File: src/rtl/apb_sd_spi_ctrl.sv
// APB3 slave driving a mode-0 SPI master for the SD-card slot (up to 32 bits per transfer).
// Latency: APB zero-wait; n-bit transfer keeps busy high n*2*(DIV+1)+1 clk after the COUNT write.
// Backpressure: none on APB (pready=1); writes to COUNT/TXDATA/DIV are dropped while busy.
module apb_sd_spi_ctrl #(
    parameter logic [7:0] DIV_RESET = 8'd31,
    parameter int         MAX_BITS  = 32
) (
    input  logic        clk,
    input  logic        reset,
    input  logic [7:0]  apb_paddr,
    input  logic        apb_psel,
    input  logic        apb_penable,
    input  logic        apb_pwrite,
    input  logic [31:0] apb_pwdata,
    output logic [31:0] apb_prdata,
    output logic        apb_pready,
    output logic        spi_sck,
    output logic        spi_mosi,
    input  logic        spi_miso,
    output logic        spi_cs_n,
    output logic        irq
);
    localparam int IW = $clog2(MAX_BITS);

    typedef enum logic [1:0] {IDLE, LOW, HIGH, DONE} state_t;

    state_t              state;
    logic                cs;
    logic                irq_en;
    logic [7:0]          div;
    logic [MAX_BITS-1:0] txdata;
    logic [MAX_BITS-1:0] rxdata;
    logic [5:0]          count;
    logic [IW-1:0]       idx;
    logic [7:0]          hc;
    logic                busy;
    logic                done;

    logic                wr;
    logic [5:0]          addr;
    logic [5:0]          req_n;
    logic                unused_addr;

    assign wr          = apb_psel & apb_penable & apb_pwrite;
    assign addr        = apb_paddr[7:2];
    assign unused_addr = &{1'b0, apb_paddr[1:0]};
    // Requested bit count, clipped to the register width.
    assign req_n       = (apb_pwdata[5:0] > 6'(MAX_BITS)) ? 6'(MAX_BITS) : apb_pwdata[5:0];

    assign apb_pready  = 1'b1;
    assign spi_cs_n    = ~cs;
    assign irq         = done & irq_en;

    // Register read mux; unmapped addresses read all ones.
    always_comb begin
        apb_prdata = 32'h0;
        if (apb_psel) begin
            case (addr)
                6'd0:    apb_prdata = {30'h0, irq_en, cs};
                6'd1:    apb_prdata = {24'h0, div};
                6'd2:    apb_prdata = 32'(txdata);
                6'd3:    apb_prdata = 32'(rxdata);
                6'd4:    apb_prdata = {26'h0, count};
                6'd5:    apb_prdata = {30'h0, done, busy};
                default: apb_prdata = 32'hFFFF_FFFF;
            endcase
        end
    end

    // Register writes and the SCK sequencer; DONE sets done after any same-cycle clear.
    always_ff @(posedge clk) begin
        if (reset) begin
            state    <= IDLE;
            cs       <= 1'b0;
            irq_en   <= 1'b0;
            div      <= DIV_RESET;
            txdata   <= '0;
            rxdata   <= '0;
            count    <= 6'd0;
            idx      <= '0;
            hc       <= 8'd0;
            busy     <= 1'b0;
            done     <= 1'b0;
            spi_sck  <= 1'b0;
            spi_mosi <= 1'b0;
        end else begin
            if (wr) begin
                case (addr)
                    6'd0: begin
                        cs     <= apb_pwdata[0];
                        irq_en <= apb_pwdata[1];
                    end
                    6'd1: if (!busy) div <= apb_pwdata[7:0];
                    6'd2: if (!busy) txdata <= apb_pwdata[MAX_BITS-1:0];
                    6'd4: begin
                        if (!busy && req_n != 6'd0) begin
                            count    <= req_n;
                            idx      <= IW'(req_n - 6'd1);
                            rxdata   <= '0;
                            done     <= 1'b0;
                            busy     <= 1'b1;
                            state    <= LOW;
                            spi_sck  <= 1'b0;
                            spi_mosi <= txdata[IW'(req_n - 6'd1)];
                            hc       <= div;
                        end
                    end
                    6'd5: if (apb_pwdata[1]) done <= 1'b0;
                    default: ;
                endcase
            end

            case (state)
                LOW: begin
                    if (hc == 8'd0) begin
                        state   <= HIGH;
                        spi_sck <= 1'b1;
                        rxdata  <= {rxdata[MAX_BITS-2:0], spi_miso};
                        hc      <= div;
                    end else begin
                        hc <= hc - 8'd1;
                    end
                end
                HIGH: begin
                    if (hc == 8'd0) begin
                        spi_sck <= 1'b0;
                        count   <= count - 6'd1;
                        if (count == 6'd1) begin
                            state <= DONE;
                        end else begin
                            idx      <= idx - 1'b1;
                            spi_mosi <= txdata[idx - 1'b1];
                            hc       <= div;
                            state    <= LOW;
                        end
                    end else begin
                        hc <= hc - 8'd1;
                    end
                end
                DONE: begin
                    busy     <= 1'b0;
                    done     <= 1'b1;
                    spi_mosi <= 1'b0;
                    state    <= IDLE;
                end
                default: ;
            endcase
        end
    end
endmodule

File: config.mk
export PLATFORM = sky130hd
export DESIGN_NAME = apb_sd_spi_ctrl
export DESIGN_NICKNAME = d
export VERILOG_FILES = /design/src/rtl/apb_sd_spi_ctrl.sv
export SDC_FILE = /design/constraint.sdc
export NUM_CORES = 1
export LEC_CHECK = 0
export ABC_AREA = 1
export ABC_CLOCK_PERIOD_IN_PS = 2500
export BUFFER_PORTS_ARGS = -buffer_cell sky130_fd_sc_hd__buf_4
export CAP_MARGIN = 40
export CELL_PAD_IN_SITES_DETAIL_PLACEMENT = 2
export CELL_PAD_IN_SITES_GLOBAL_PLACEMENT = 2
export CORE_ASPECT_RATIO = 0.75
export CORE_MARGIN = 1.5
export CORE_UTILIZATION = 24
export CTS_CLUSTER_SIZE = 12
export DETAILED_ROUTE_END_ITERATION = 16
export PLACE_DENSITY = 0.74
export SKIP_LAST_GASP = 1
export SLEW_MARGIN = 20
export SYNTH_ARGS = -nofsm -noshare
export SYNTH_HDL_FRONTEND = slang
export SYNTH_SLANG_ARGS = --single-unit
File: constraint.sdc
create_clock -name clk -period 2.5 [get_ports clk]
set_input_delay 0.125 -clock clk [delete_from_list [all_inputs] [get_ports clk]]
set_output_delay 0.125 -clock clk [all_outputs]
set_load 0.01 [all_outputs]
==> results.py <==
metrics = {
    "placement": {
        "port_buffers": 79,
        "gp_congestion": 0.7999,
        "hpwl_um": 18410,
        "post_dp_cell_area_mm2": 0.006867,
    },
    "timing": {
        "relSlewSlack": 0.5241,
        "clock_skew_ns": 0.01588,
        "worst_pin_slew_ns": 0.7128,
        "post-route-min-period_ns": 2.291,
        "setup_viol": 0,
        "setup_tns_ns": 0,
        "final-hold-violation-count": 0,
        "slew_violations": 0,
        "clock.fmax_ghz": 0.4364,
        "rsz0062_at_grt": "no",
        "post-route-period-util": 0.9166,
    },
    "yosys": {
        "yosys.area_share.adder": 0.02319,
        "syn_avg_cell_area_um2": 6.566,
        "yosysWarnings": 0,
        "async_flop_share": 0,
        "ys.flop_type": "dfxtp_1",
        "synth.yosys.seq_area_share": 0.3339,
        "synth-edff-count": 0,
        "synthesis.area_mm2": 0.005936,
        "syn_nets": 961,
        "synthCells": 904,
        "synth_seq_cells": 99,
        "synth_top_family_by_area": "simple AND/OR/NAND/NOR gates",
        "synth_compound_area_frac": 0.2610,
        "yosys.area_share.simple": 0.2675,
        "synth_xor_area_frac": 0.01771,
        "synth.area.mux_share": 0,
        "ys_types": 40,
    },
    "detailed_routing": {
        "first_pass_iters": 5,
        "dr.first_iter.drc_count": 356,
        "wl_per_cell_um": 18.90,
        "drc_errors": 0,
        "ant_nets": 0,
        "wirelength_um": 24760,
        "via_per_inst": 5.024,
        "dr_total_vias": 6582,
    },
    "cells_and_area": {
        "design_area_mm2": 0.007274,
        "num_antenna_cells": 0,
        "layout.nets": 1031,
        "final_core_util": 0.3012,
        "nFillCells": 2946,
        "drive_above_1_share": 0.1522,
        "syn_to_final_growth_pct": 22.55,
    },
    "worst_setup_path": {
        "endpoint_kind": "register",
        "worstPathCellList": "inv_1 > ha_1 > nand3b_1 > nor2_1 > nor2_4 > inv_2 > nor2_1 > nand2_1 > nand2_1 > nor2_1 > nand2_1 > inv_1",
        "cp-start-kind": "register",
        "critPathMaxFanout": 9,
        "cpPeakStageDelay_ns": 0.47,
        "cp.arrival_ns": 2.56,
        "path_class": "register to register",
        "required_ns": 2.77,
        "reg2regPathDepth": 12,
        "crit_slowest_cell": "dfxtp_1",
    },
    "clocking": {
        "root_buffer": "clkbuf_16",
        "post_cts_buffers": 0,
        "numCtsBuffers": 9,
        "numClockSinks": 99,
        "worstSkewPairLatency_ns": 0.37,
        "cts.reportedPaths.clkPinSlew_ns": 0.08,
        "cts_tree": "done",
        "clockBufferDepth": 2,
        "htreeDepth": 3,
    },
    "grt": {
        "grt_pass1_wl_um": 39470,
        "grt_pass1_vias": 6795,
        "grt.total_usage": 0.1975,
        "grt_max_degree": 65,
        "antenna_found_initial": 0,
        "gr-total-overflow": 0,
    },
    "power_and_ir_drop": {
        "pwr-share-comb": 0.435,
        "peakVddDrop_uv": 330.3,
        "intPower_mw": 3.557,
        "swShare": 0.4410,
        "pwr-share-clk": 0.229,
        "power_density_mw_per_mm2": 874.8,
        "power_switching_mw": 2.806,
        "sequentialPowerShare": 0.336,
        "cellLeakagePower_nw": 2.997,
    },
    "job": {
        "drv_cap": 0,
    },
    "die": {
        "io_pins": 83,
        "dieHeight_um": 139.2,
        "row_count": 49,
        "chipWidth_um": 184.6,
        "core_region_area_mm2": 0.02416,
        "die_area_mm2": 0.02569,
        "start_util": 0.2457,
    },
    "worst_hold_path": {
        "hp-class": "input port to register",
        "holdPathStages": 3,
    },
    "run_status": {
        "status": "finished, final reports clean",
    },
}
-- logic make-up (layout without fill, tap and decap cells) --
kind of cell | count (synthesis) | in the layout
AO/OA/AOI/OAI | 279 | 279
adder cells (fa/ha/maj) | 11 | 11
other | 1 | 1
XOR/XNOR | 12 | 12
flip-flops | 99 | 99
buffers and inverters | 133 | 208
AND/OR/NAND/NOR | 369 | 369
-- power by group through the flow --
stage | registers, mW | logic (mW) | clock network, mW
finish | 2.14 | 2.77 | 1.45
global route | 2.18 | 3.13 | 1.56
CTS | 2.13 | 2.79 | 1.49
detailed placement | 2.17 | 2.75 | 0
global placement | 2.16 | 2.63 | 0
floorplan | 2.07 | 1.86 | 0
-- placed cells by master, fill, tap and decap left out, types with 3 or more instances in the layout --
cell type      instances
a211oi_1               3
a21oi_1               90
a221oi_1               9
a22oi_1                6
a31oi_1               32
buf_4                103
clkbuf_16              9
dfxtp_1               99
dlygate4sd3_1         11
ha_1                  11
inv_1                 69
inv_2                  7
nand2_1              188
nand2_2                9
nand3_1               66
nand3b_1               6
nor2_1                77
nor2_2                 5
nor2_4                 3
nor3_1                 4
o211ai_1               9
o21ai_0              116
o21ai_1                4
o22ai_1                3
or2_0                  3
or2_1                  4
xnor2_1                4
xor2_1                 8
-- layout make-up --
class / count / area, um2 / share of cell area
clock buffers: 9 / 225.2 / 0.03096
multi-input cells: 672 / 3388 / 0.4658
well taps: 331 / 414.1 / 0.05693
flip-flops and latches: 99 / 1982 / 0.2724
inverters: 77 / 289.0 / 0.03973
clock inverters: 7 / 72.57 / 0.009976
repair buffers: 115 / 903.4 / 0.1242
-- synthesized netlist by cell type, types with 8 or more instances --
library cell    n  area share
a21oi_1        90       0.076
a221oi_1        9       0.013
a31oi_1        32       0.034
buf_2          15       0.013
clkbuf_1       29       0.018
dfxtp_1        99        0.33
ha_1           11       0.023
inv_1          69       0.044
nand2_1       189        0.12
nand2_2         8      0.0084
nand3_1        66       0.056
nor2_1         78       0.049
o211ai_1        9       0.011
o21ai_0       116       0.098
xor2_1          8       0.012
-- flip-flops by register name (all words and copies together), names as in the netlist, 2 cells and up --
name	count
rxdata	32
txdata	32
div	8
hc	8
count	6
idx	5
state	2
-- per-layer routing --
layer	GRT usage	vias to the layer above	part of all wire
li1	-	3188	-
met1	0.3150	3277	0.55
met2	0.2820	111	0.41
met3	0.02495	6	0.038
met4	0.02718	0	0.0046
met5	0	-	0
-- critical path, delay by kind of cell (launching register included) --
family	cells	cell delay (ns)
simple gates	8	1.25
flops	1	0.47
fa+ha+maj	1	0.20
buf+inv	3	0.28
-- metrics by stage --
step                      hold WS, ns  worst slack, ns  total power [mW]  instances
final                        0.005140           0.2086             6.363       1310
after CTS                   0.0005994           0.2429             6.417       1310
after detailed placement       0.3570           0.2569             4.919       1283
after global routing         0.006070          0.06775             6.868       1310
after floorplan                0.2513           0.5477             3.935        904
after global placement         0.3492           0.3561             4.793       1283
-- path summary, 6_finish.rpt --
check | slack [ns] | end | start
worst min register to register | 0.48 | rxdata[27]$_SDFF_PP0_ | rxdata[27]$_SDFF_PP0_
worst max-delay path | 0.21 | spi_mosi$_SDFF_PP0_ | count[1]$_SDFF_PP0_
worst max register to register | 0.21 | spi_mosi$_SDFF_PP0_ | count[1]$_SDFF_PP0_
worst min-delay path | 0.005 | txdata[10]$_SDFFE_PP0P_ | apb_pwdata[10]
-- what timing repair did --
action / in CTS / in global routing
hold buffers: 11 / 0
endpoints found under the hold margin: 11 / 0
gates resized for setup: 0 / 0
No activity file was read; power rests on OpenSTA's default activity.
